==> src/rtl/mem_arbiter.sv <==
// Shared-memory arbiter between an instruction-fetch port and a data-memory port.
// One access is in flight at a time; fetches are protected from starvation by a DM grant streak limit.
module mem_arbiter #(
    parameter int LAT    = 2,
    parameter int STARVE = 4
) (
    input  logic        clk,
    input  logic        reset,
    input  logic        if_req,
    input  logic [63:0] if_addr,
    output logic        if_gnt,
    output logic        if_done,
    output logic [63:0] if_rdata,
    input  logic        dm_req,
    input  logic        dm_we,
    input  logic [63:0] dm_addr,
    input  logic [63:0] dm_wdata,
    output logic        dm_gnt,
    output logic        dm_done,
    output logic [63:0] dm_rdata,
    output logic [63:0] mem_addr,
    output logic [63:0] mem_wdata,
    output logic        mem_wr,
    input  logic [63:0] mem_rdata,
    output logic        busy
);

    localparam int SW = $clog2(STARVE + 1);

    typedef enum logic [1:0] {
        IDLE = 2'd0,
        ACC  = 2'd1,
        DONE = 2'd2
    } state_t;

    state_t          state_r;
    state_t          state_nxt_s;
    logic            owner_dm_r;
    logic            we_r;
    logic [63:0]     addr_r;
    logic [63:0]     wdata_r;
    logic [2:0]      cnt_r;
    logic            first_r;
    logic [SW-1:0]   streak_r;
    logic [63:0]     if_rdata_r;
    logic [63:0]     dm_rdata_r;
    logic            grant_dm_s;
    logic            grant_if_s;
    logic            last_acc_s;

    // Next-state and arbitration decision
    always_comb begin
        state_nxt_s = state_r;
        grant_dm_s  = 1'b0;
        grant_if_s  = 1'b0;
        last_acc_s  = 1'b0;
        case (state_r)
            IDLE: begin
                // DM wins ties until it has starved a waiting fetch STARVE times in a row
                if (dm_req && !(if_req && (streak_r == SW'(STARVE)))) begin
                    grant_dm_s  = 1'b1;
                    state_nxt_s = ACC;
                end else if (if_req) begin
                    grant_if_s  = 1'b1;
                    state_nxt_s = ACC;
                end else begin
                    state_nxt_s = IDLE;
                end
            end
            ACC: begin
                if (we_r || (cnt_r == 3'd1)) begin
                    last_acc_s  = 1'b1;
                    state_nxt_s = DONE;
                end else begin
                    state_nxt_s = ACC;
                end
            end
            DONE: begin
                state_nxt_s = IDLE;
            end
            default: begin
                state_nxt_s = IDLE;
            end
        endcase
    end

    // State register
    always_ff @(posedge clk) begin
        if (reset) begin
            state_r <= IDLE;
        end else begin
            state_r <= state_nxt_s;
        end
    end

    // Access latch, latency counter, streak and read-data capture
    always_ff @(posedge clk) begin
        if (reset) begin
            owner_dm_r <= 1'b0;
            we_r       <= 1'b0;
            addr_r     <= 64'd0;
            wdata_r    <= 64'd0;
            cnt_r      <= 3'd0;
            first_r    <= 1'b0;
            streak_r   <= '0;
            if_rdata_r <= 64'd0;
            dm_rdata_r <= 64'd0;
        end else begin
            first_r <= grant_dm_s | grant_if_s;
            if (grant_dm_s) begin
                owner_dm_r <= 1'b1;
                we_r       <= dm_we;
                addr_r     <= dm_addr;
                wdata_r    <= dm_wdata;
                cnt_r      <= 3'(LAT);
                if (if_req && (streak_r != SW'(STARVE))) begin
                    streak_r <= streak_r + SW'(1);
                end
            end else if (grant_if_s) begin
                owner_dm_r <= 1'b0;
                we_r       <= 1'b0;
                addr_r     <= if_addr;
                wdata_r    <= 64'd0;
                cnt_r      <= 3'(LAT);
                streak_r   <= '0;
            end else if (state_r == ACC) begin
                cnt_r <= cnt_r - 3'd1;
            end
            if ((state_r == ACC) && last_acc_s && !we_r) begin
                if (owner_dm_r) begin
                    dm_rdata_r <= mem_rdata;
                end else begin
                    if_rdata_r <= mem_rdata;
                end
            end
        end
    end

    // Outputs decode registered state only
    assign if_gnt    = (state_r == ACC) && first_r && !owner_dm_r;
    assign dm_gnt    = (state_r == ACC) && first_r && owner_dm_r;
    assign if_done   = (state_r == DONE) && !owner_dm_r;
    assign dm_done   = (state_r == DONE) && owner_dm_r;
    assign if_rdata  = if_rdata_r;
    assign dm_rdata  = dm_rdata_r;
    assign mem_addr  = (state_r == ACC) ? addr_r : 64'd0;
    assign mem_wdata = (state_r == ACC) ? wdata_r : 64'd0;
    assign mem_wr    = (state_r == ACC) && we_r;
    assign busy      = (state_r != IDLE);

endmodule

==> config.mk <==
export PLATFORM = sky130hd
export DESIGN_NAME = mem_arbiter
export DESIGN_NICKNAME = d
export VERILOG_FILES = /design/src/rtl/mem_arbiter.sv
export SDC_FILE = /design/constraint.sdc
export NUM_CORES = 1
export LEC_CHECK = 0
export ABC_AREA = 1
export CORE_AREA = 3 3 203 205
export CTS_CLUSTER_DIAMETER = 200
export CTS_CLUSTER_SIZE = 28
export DETAILED_ROUTE_END_ITERATION = 16
export DIE_AREA = 0 0 206 208
export PLACE_DENSITY_LB_ADDON = 0.15
export SYNTH_ARGS = -nofsm -noshare
export SYNTH_HDL_FRONTEND = slang
export SYNTH_SLANG_ARGS = --single-unit
==> constraint.sdc <==
create_clock -name clk -period 3.8 [get_ports clk]
set_clock_uncertainty 0.2 [all_clocks]
set_input_delay 0.57 -clock clk [delete_from_list [all_inputs] [get_ports clk]]
set_output_delay 0.57 -clock clk [all_outputs]
set_load 0.1 [all_outputs]
==> summary.txt, run 1 <==
Run status
  – Status: finished clean

Clock network
  – Clock Path Buffers: 3
  – CTS tree: built
  – Post-CTS Resized: 0
  – CTS sink count: roughly 270
  – Worst-skew pair later-pin latency: about 0.5 ns
  – H-tree lvl count: 1
  – Root Buffer: clkbuf_16
  – Total CTS buffers: 13
  – Post-CTS Setup Bufs: 0
  – Hold_buf cts: 0
  – Worst-path clk slew: approximately 0.12 ns

Die
  – Area of the core: around 40000 sq um
  – Core Rows: 73
  – Chip height: roughly 210 um
  – Io pins: 523
  – Starting Density: a little under a third
  – Die Area: 42800 sq um
  – Die W: about 210 um

Critical path
  – Kind of end point of the critical path: primary output
  – WS Path Type: reg2out
  – Worst Setup Start Kind: flip-flop
  – Critical Path AT: 2.29 ns
  – FF-to-FF Start: state_r[0]$_SDFF_PP0_
  – Required time of the critical path: just over 3 ns
  – CP max FO: 96
  – Worst setup startpoint: state_r[0]$_SDFF_PP0_

Synthesis
  – Synth warn: 0
  – Synthesis-stage register bit count: ~270
  – Synth cell count leaders: nand2_1 (463), inv_1 (398), nor2_1 (392)
  – Sequential area share after synthesis: between 40% and 50%
  – Syn avg cell area: 6.26 sq um
  – Post-Syn Area: ~12000 sq um
  – Syn Nets: around 2200
  – Synth area leaders: dfxtp_1 (44%), nand2_1 (14%), inv_1 (12%)
  – Cell type with the highest aggregate area in the netlist: dfxtp_1
  – Synth Instances: approximately 1900
  – Post-synth EDFFs: 0
  – Unique masters post-synth: 20
  – Count leader, synth: nand2_1
  – Commonest register cell after synthesis: dfxtp_1
  – Post-synth ARST share: 0%
  – Top-area cell type share of the netlist area: roughly 44%

Global route
  – Vias in the first global route: between 10000 and 15000
  – GR Overflow Total: 0
  – GRT Util Overall: between 10% and 20%
  – Initial antenna violation count: 4
  – First-pass GRT wire length: between 60 and 70 mm
  – Largest net degree at the start of global routing: 198

STA
  – Hold Slack: roughly 0.26 ns
  – Worst-margin pin slew: 1.10 ns
  – FMAX: 326 MHz
  – Final Hold Violating Endpoints: 0
  – Fin. max-slew vios: 0
  – RSZ-0062 raised after global routing: no
  – Count of final setup violators: 0
  – Slew headroom: 26.4%
  – Setup TNS: 0 ns
  – PnR worst setup slack: ~0.74 ns
  – Fin crit share: 80.6%
  – Fin crit period: 3.06 ns

Pwr
  – Gate power share: around a quarter
  – Sequential power share: 48.8%
  – LEAKAGE: about 8.7 nW
  – Max VDD drop: ~0.00023 V
  – Int Power: 4.08 mW
  – Power per cell area: between 300 and 400 nW/um^2
  – NetSw: between 2 and 2.5 mW
  – Clock share of power: between 20% and 30%
  – Net Sw Frac: about a third

Cells and area
  – Layout area overhead: 47.2%
  – Fraction of layout cells with a size suffix above 1: 7.53%
  – Util after Layout: 44.7%
  – Net count reported at finish: ~2600

Placed design
  – Port bufs: about 520
  – Setup WS pre-CTS: 1.13 ns
  – Detail Placement HPWL: between 30 and 40 mm
  – Routability cong.: 0.842

Detailed routing
  – DR vias/cell: ~4.2
  – DR iter-0 viols: around 610
  – DR pass1 iterations: 5
  – DR vias: 12300
  – Routed length per instance: between 10 and 15 um
  – Drt drc: 0
  – WL final: about 42 mm
  – Antenna Nets Post-Route: 0

Min path
  – Critical hold path startpoint: addr_r[20]$_SDFFE_PP0P_
  – Hold crit path type: reg2reg

Run
  – Max-cap violations: 0
==> through the flow <==
stage	cells	power, mW	cell area, sq um
after floorplan	1922	4.11	12000
after global placement	2874	4.69	17400
after detailed placement	2874	4.70	17400
after CTS	2888	6.28	17700
after global routing	2892	6.48	17700
final	2892	6.17	17700
==> cell usage in the layout (no fill, tap or decap), drive strengths merged <==
cell type | Yosys | routed
clkdlybuf4s50 | 0 | 388
buf | 63 | 151
diode | 0 | 4
clkbuf | 49 | 13
inv | 401 | 401
o21ai | 69 | 69
nand4 | 1 | 1
clkinv | 0 | 1
nand3 | 196 | 196
ha | 4 | 4
nor2 | 395 | 395
a21oi | 6 | 6
nand2 | 464 | 464
nor3 | 5 | 5
o21a | 1 | 1
dfxtp | 267 | 267
xor2 | 1 | 1
==> flip-flops by register name, indices dropped and copies added (netlist names) <==
signal	cells
addr_r	64
owner_dm_r	1
dm_rdata	64
first_r	1
wdata_r	64
we_r	1
state_r	2
if_rdata	64
streak_r	3
cnt_r	3
==> worst max-delay path, stage by stage (launching register included) <==
cell	delay (ns)
dfxtp_1	0.45
nand2_4	0.31
buf_12	0.31
nor2_1	0.26
buf_4	0.33
==> power by group through the flow <==
stage | Clock [mW] | Sequential, mW | Combinational [mW]
detailed placement | 0 | 3.08 | 1.62
global placement | 0 | 3.07 | 1.62
global route | 1.71 | 3.03 | 1.73
floorplan | 0 | 3.18 | 0.935
finish | 1.55 | 3.01 | 1.61
CTS | 1.64 | 3.01 | 1.63
==> metal layers <==
layer,GRT usage (%),share of wire (%),vias to the layer above
met5,0,0,-
met4,4.73,2.4,0
met3,4.76,7.9,39
met2,31.6,48,357
met1,22.8,42,5424
li1,-,-,6450
==> layout make-up <==
type / instances / area [sq um]
Tap cell: 525 / 657
Clock inverter: 1 / 16.3
Sequential cell: 267 / 5350
Fill cell: 4193 / 21900
Inverter: 401 / 1510
Antenna cell: 4 / 10.0
Clock buffer: 13 / 325
Multi-Input combinational cell: 1142 / 4750
Timing Repair Buffer: 539 / 5090
==> final timing paths <==
check        cells after the start  slack, ns                   endpoint
max                              4       0.74               mem_addr[32]
min                              2       0.26    addr_r[20]$_SDFFE_PP0P_
max reg2reg                      7       1.39  if_rdata[42]$_SDFFE_PP0P_
min reg2reg                      2       0.26    addr_r[20]$_SDFFE_PP0P_
==> cell families (layout without fill, tap and decap cells) <==
family / Yosys count / after routing / share of synthesized area [%]
compound gates: 76 / 76 / 3.18
xor+xnor: 1 / 1 / 0.0728
fa+ha+maj: 4 / 4 / 0.416
buf+inv: 513 / 954 / 16.6
flops: 267 / 267 / 44.4
other cells: 0 / 4 / 0
simple gates: 1061 / 1061 / 35.3
Power figures use the tool's default switching activity.
==> run 2, diff against run 1 <==
Settings changed: CORE_AREA 3 3 203 205 to 3 3 204 206, DIE_AREA 0 0 206 208 to 0 0 207 209.
Clock period 3.8 ns to 3 ns, I/O delays scaled along.
==> run 2 against run 1 <==
  * Count of clock-buffer cells in the layout did not move
  * Global-route usage grew 0.74 points
  * Sequential share of layout area down 1.2 points
  * Critical path depth is the same
  * Sequential power rose by 27%
  * Wire length increased by 4.6%
  * Worst setup slack worse by 0.52 ns
  * Power grew 31%
  * Critical endpoint is now mem_addr[44]
==> summary.txt, run 2 (synthesis results as in run 1) <==
Run status
  – Status: finished clean

Cells and area
  – Commonest non-fill, non-tap cells in the layout: nand2_1 (462), inv_1 (398), nor2_1 (390), dfxtp_1 (267), clkdlybuf4s50_1 (260)
  – Seq. cell area: 5350 sq um (unchanged)
  – Most common cell after layout, fill and taps aside: nand2_1
  – Fin cells: 2891 (-0.035%)
  – Net count reported at finish: 2629 (unchanged)
  – Filler instances: 4117 (-1.8%)
  – Multi-input logic area: 4770 sq um (+0.42%)
  – Fraction of layout cells with a size suffix above 1: 13.2% (+5.6 points)
  – Layout area overhead: 53.4%

Clock network
  – CTS tree: built
  – Root Buffer: clkbuf_16
  – CTS sink count: 267 (unchanged)
  – Total CTS buffers: 13 (unchanged)
  – Worst-skew pair later-pin latency: 0.52 ns (+0.03 ns)
  – Clock Path Buffers: 3 (unchanged)
  – H-tree lvl count: 1 (unchanged)
  – Post-CTS Setup Bufs: 0 (unchanged)
  – Worst-path clk slew: 0.11 ns (about the same)
  – Hold_buf cts: 0 (unchanged)

STA
  – Final Hold Violating Endpoints: 0 (unchanged)
  – Fin crit share: between 90 and 100%
  – Fin. max-slew vios: 0 (unchanged)
  – FMAX: between 300 and 400 MHz
  – Worst-margin pin slew: 0.832 ns (-0.272 ns)
  – Slew headroom: 44.5% (+18 points)
  – Count of final setup violators: 0 (unchanged)
  – Setup TNS: 0 ns (unchanged)
  – PnR worst setup slack: 0.219 ns (-0.517 ns)
  – Fin crit period: around 2.8 ns
  – RSZ-0062 raised after global routing: no

Die
  – Io pins: 523 (unchanged)
  – Area of the core: 39800 sq um (+0.46%)
  – Starting Density: 30.2% (-0.14 points)
  – Core Rows: 73 (unchanged)
  – Chip height: 209 um (+0.48%)
  – Die W: 207 um (+0.49%)
  – Die Area: 43300 sq um (+0.97%)

Detailed routing
  – Routed length per instance: 15.1 um (+4.6%)
  – Antenna Nets Post-Route: 0 (unchanged)
  – DR vias/cell: 4.27 (+0.75%)
  – DR iter-0 viols: 842 (+39%)
  – Drt drc: 0 (unchanged)
  – DR pass1 iterations: 5 (unchanged)
  – WL final: 43.6 mm (+4.6%)
  – DR vias: 12400 (+0.72%)

Critical path
  – Critical Path AT: 2.13 ns (-0.16 ns)
  – Required time of the critical path: 2.35 ns (-0.68 ns)
  – Kind of end point of the critical path: primary output
  – Worst Setup Start Kind: flip-flop
  – CP max FO: 53 (-45%)
  – WS Path Type: reg2out
  – Worst setup startpoint: state_r[0]$_SDFF_PP0_
  – FF-to-FF Start: state_r[0]$_SDFF_PP0_

Placed design
  – Port bufs: 522 (unchanged)
  – Setup WS pre-CTS: 0.533 ns (-0.593 ns)
  – Routability cong.: 0.793 (-5.9%)
  – Placed insts: 2874 (unchanged)
  – Detail Placement HPWL: 31.6 mm (+4.7%)

Global route
  – Largest net degree at the start of global routing: 129 (-35%)
  – Initial antenna violation count: 5 (+1)
  – First-pass GRT wire length: 67.5 mm (+5.6%)
  – GR Overflow Total: 0 (unchanged)
  – GRT Util Overall: 19.1% (+0.74 points)
  – Vias in the first global route: 12000 (+2.4%)

Run
  – Max-cap violations: 0 (unchanged)

Pwr
  – Max VDD drop: 0.000373 V (+64%)
  – Power per cell area: 437 nW/um^2 (+25%)
  – LEAKAGE: 9.21 nW (+5.9%)

Min path
  – Critical hold path startpoint: addr_r[23]$_SDFFE_PP0P_
  – Hold crit path type: reg2reg
-- run 2: what timing repair did --
| action | CTS | global route |
|---|---|---|
| hold endpoints to repair | 0 | 0 |
| resized for setup | 0 | 1 |
| endpoints found under the setup margin | 0 | 45 |
-- run 2: final timing paths --
| path | end | slack (ns) | cells after the start |
|---|---|---|---|
| worst max register to register | dm_rdata[9]$_SDFFE_PP0P_ | 0.54 | 7 |
| worst max-delay path | mem_addr[44] | 0.22 | 4 |
| worst min-delay path | addr_r[23]$_SDFFE_PP0P_ | 0.26 | 2 |
| worst min register to register | addr_r[23]$_SDFFE_PP0P_ | 0.26 | 2 |
-- run 2: through the flow --
stage	hold WS (ns)	instance area [sq um]	power, mW	util, %
2_1_floorplan	0.226	12100	5.21	-
3_3_place_gp	0.237	18100	6.12	45.4
3_5_place_dp	0.239	18100	6.14	45.4
4_1_cts	0.261	18400	8.21	46.3
5_1_grt	0.275	18500	8.45	46.3
6_report	0.259	18500	8.07	46.3
-- run 2: power breakdown --
group | switching (mW) | internal, mW
sequential | 0.0835 | 3.73
clock | 1.22 | 0.808
combinational | 1.45 | 0.778
-- run 2: area by class of cell --
type | count | share of cell area [%]
antenna | 2 | 0.0271
clock buffer | 13 | 1.76
clock inverter | 2 | 0.136
inverter | 401 | 8.18
multi-input combinational | 1142 | 25.9
sequential | 267 | 29.0
tap | 525 | 3.56
timing repair buffer | 539 | 31.5
-- run 2: routing by layer --
layer / up-vias / GRT usage, % / wire [um]
met4: 6 / 5.97 / 1380
met2: 325 / 34.2 / 21800
met1: 5523 / 22.3 / 17600
li1: 6443 / - / -
met5: - / 0 / 36
met3: 61 / 4.91 / 2810
-- run 2: critical path, stage by stage (launching register included) --
cell,delay [ns]
dfxtp_1,0.48
nand2_4,0.28
buf_12,0.28
nor2_1,0.30
buf_12,0.22
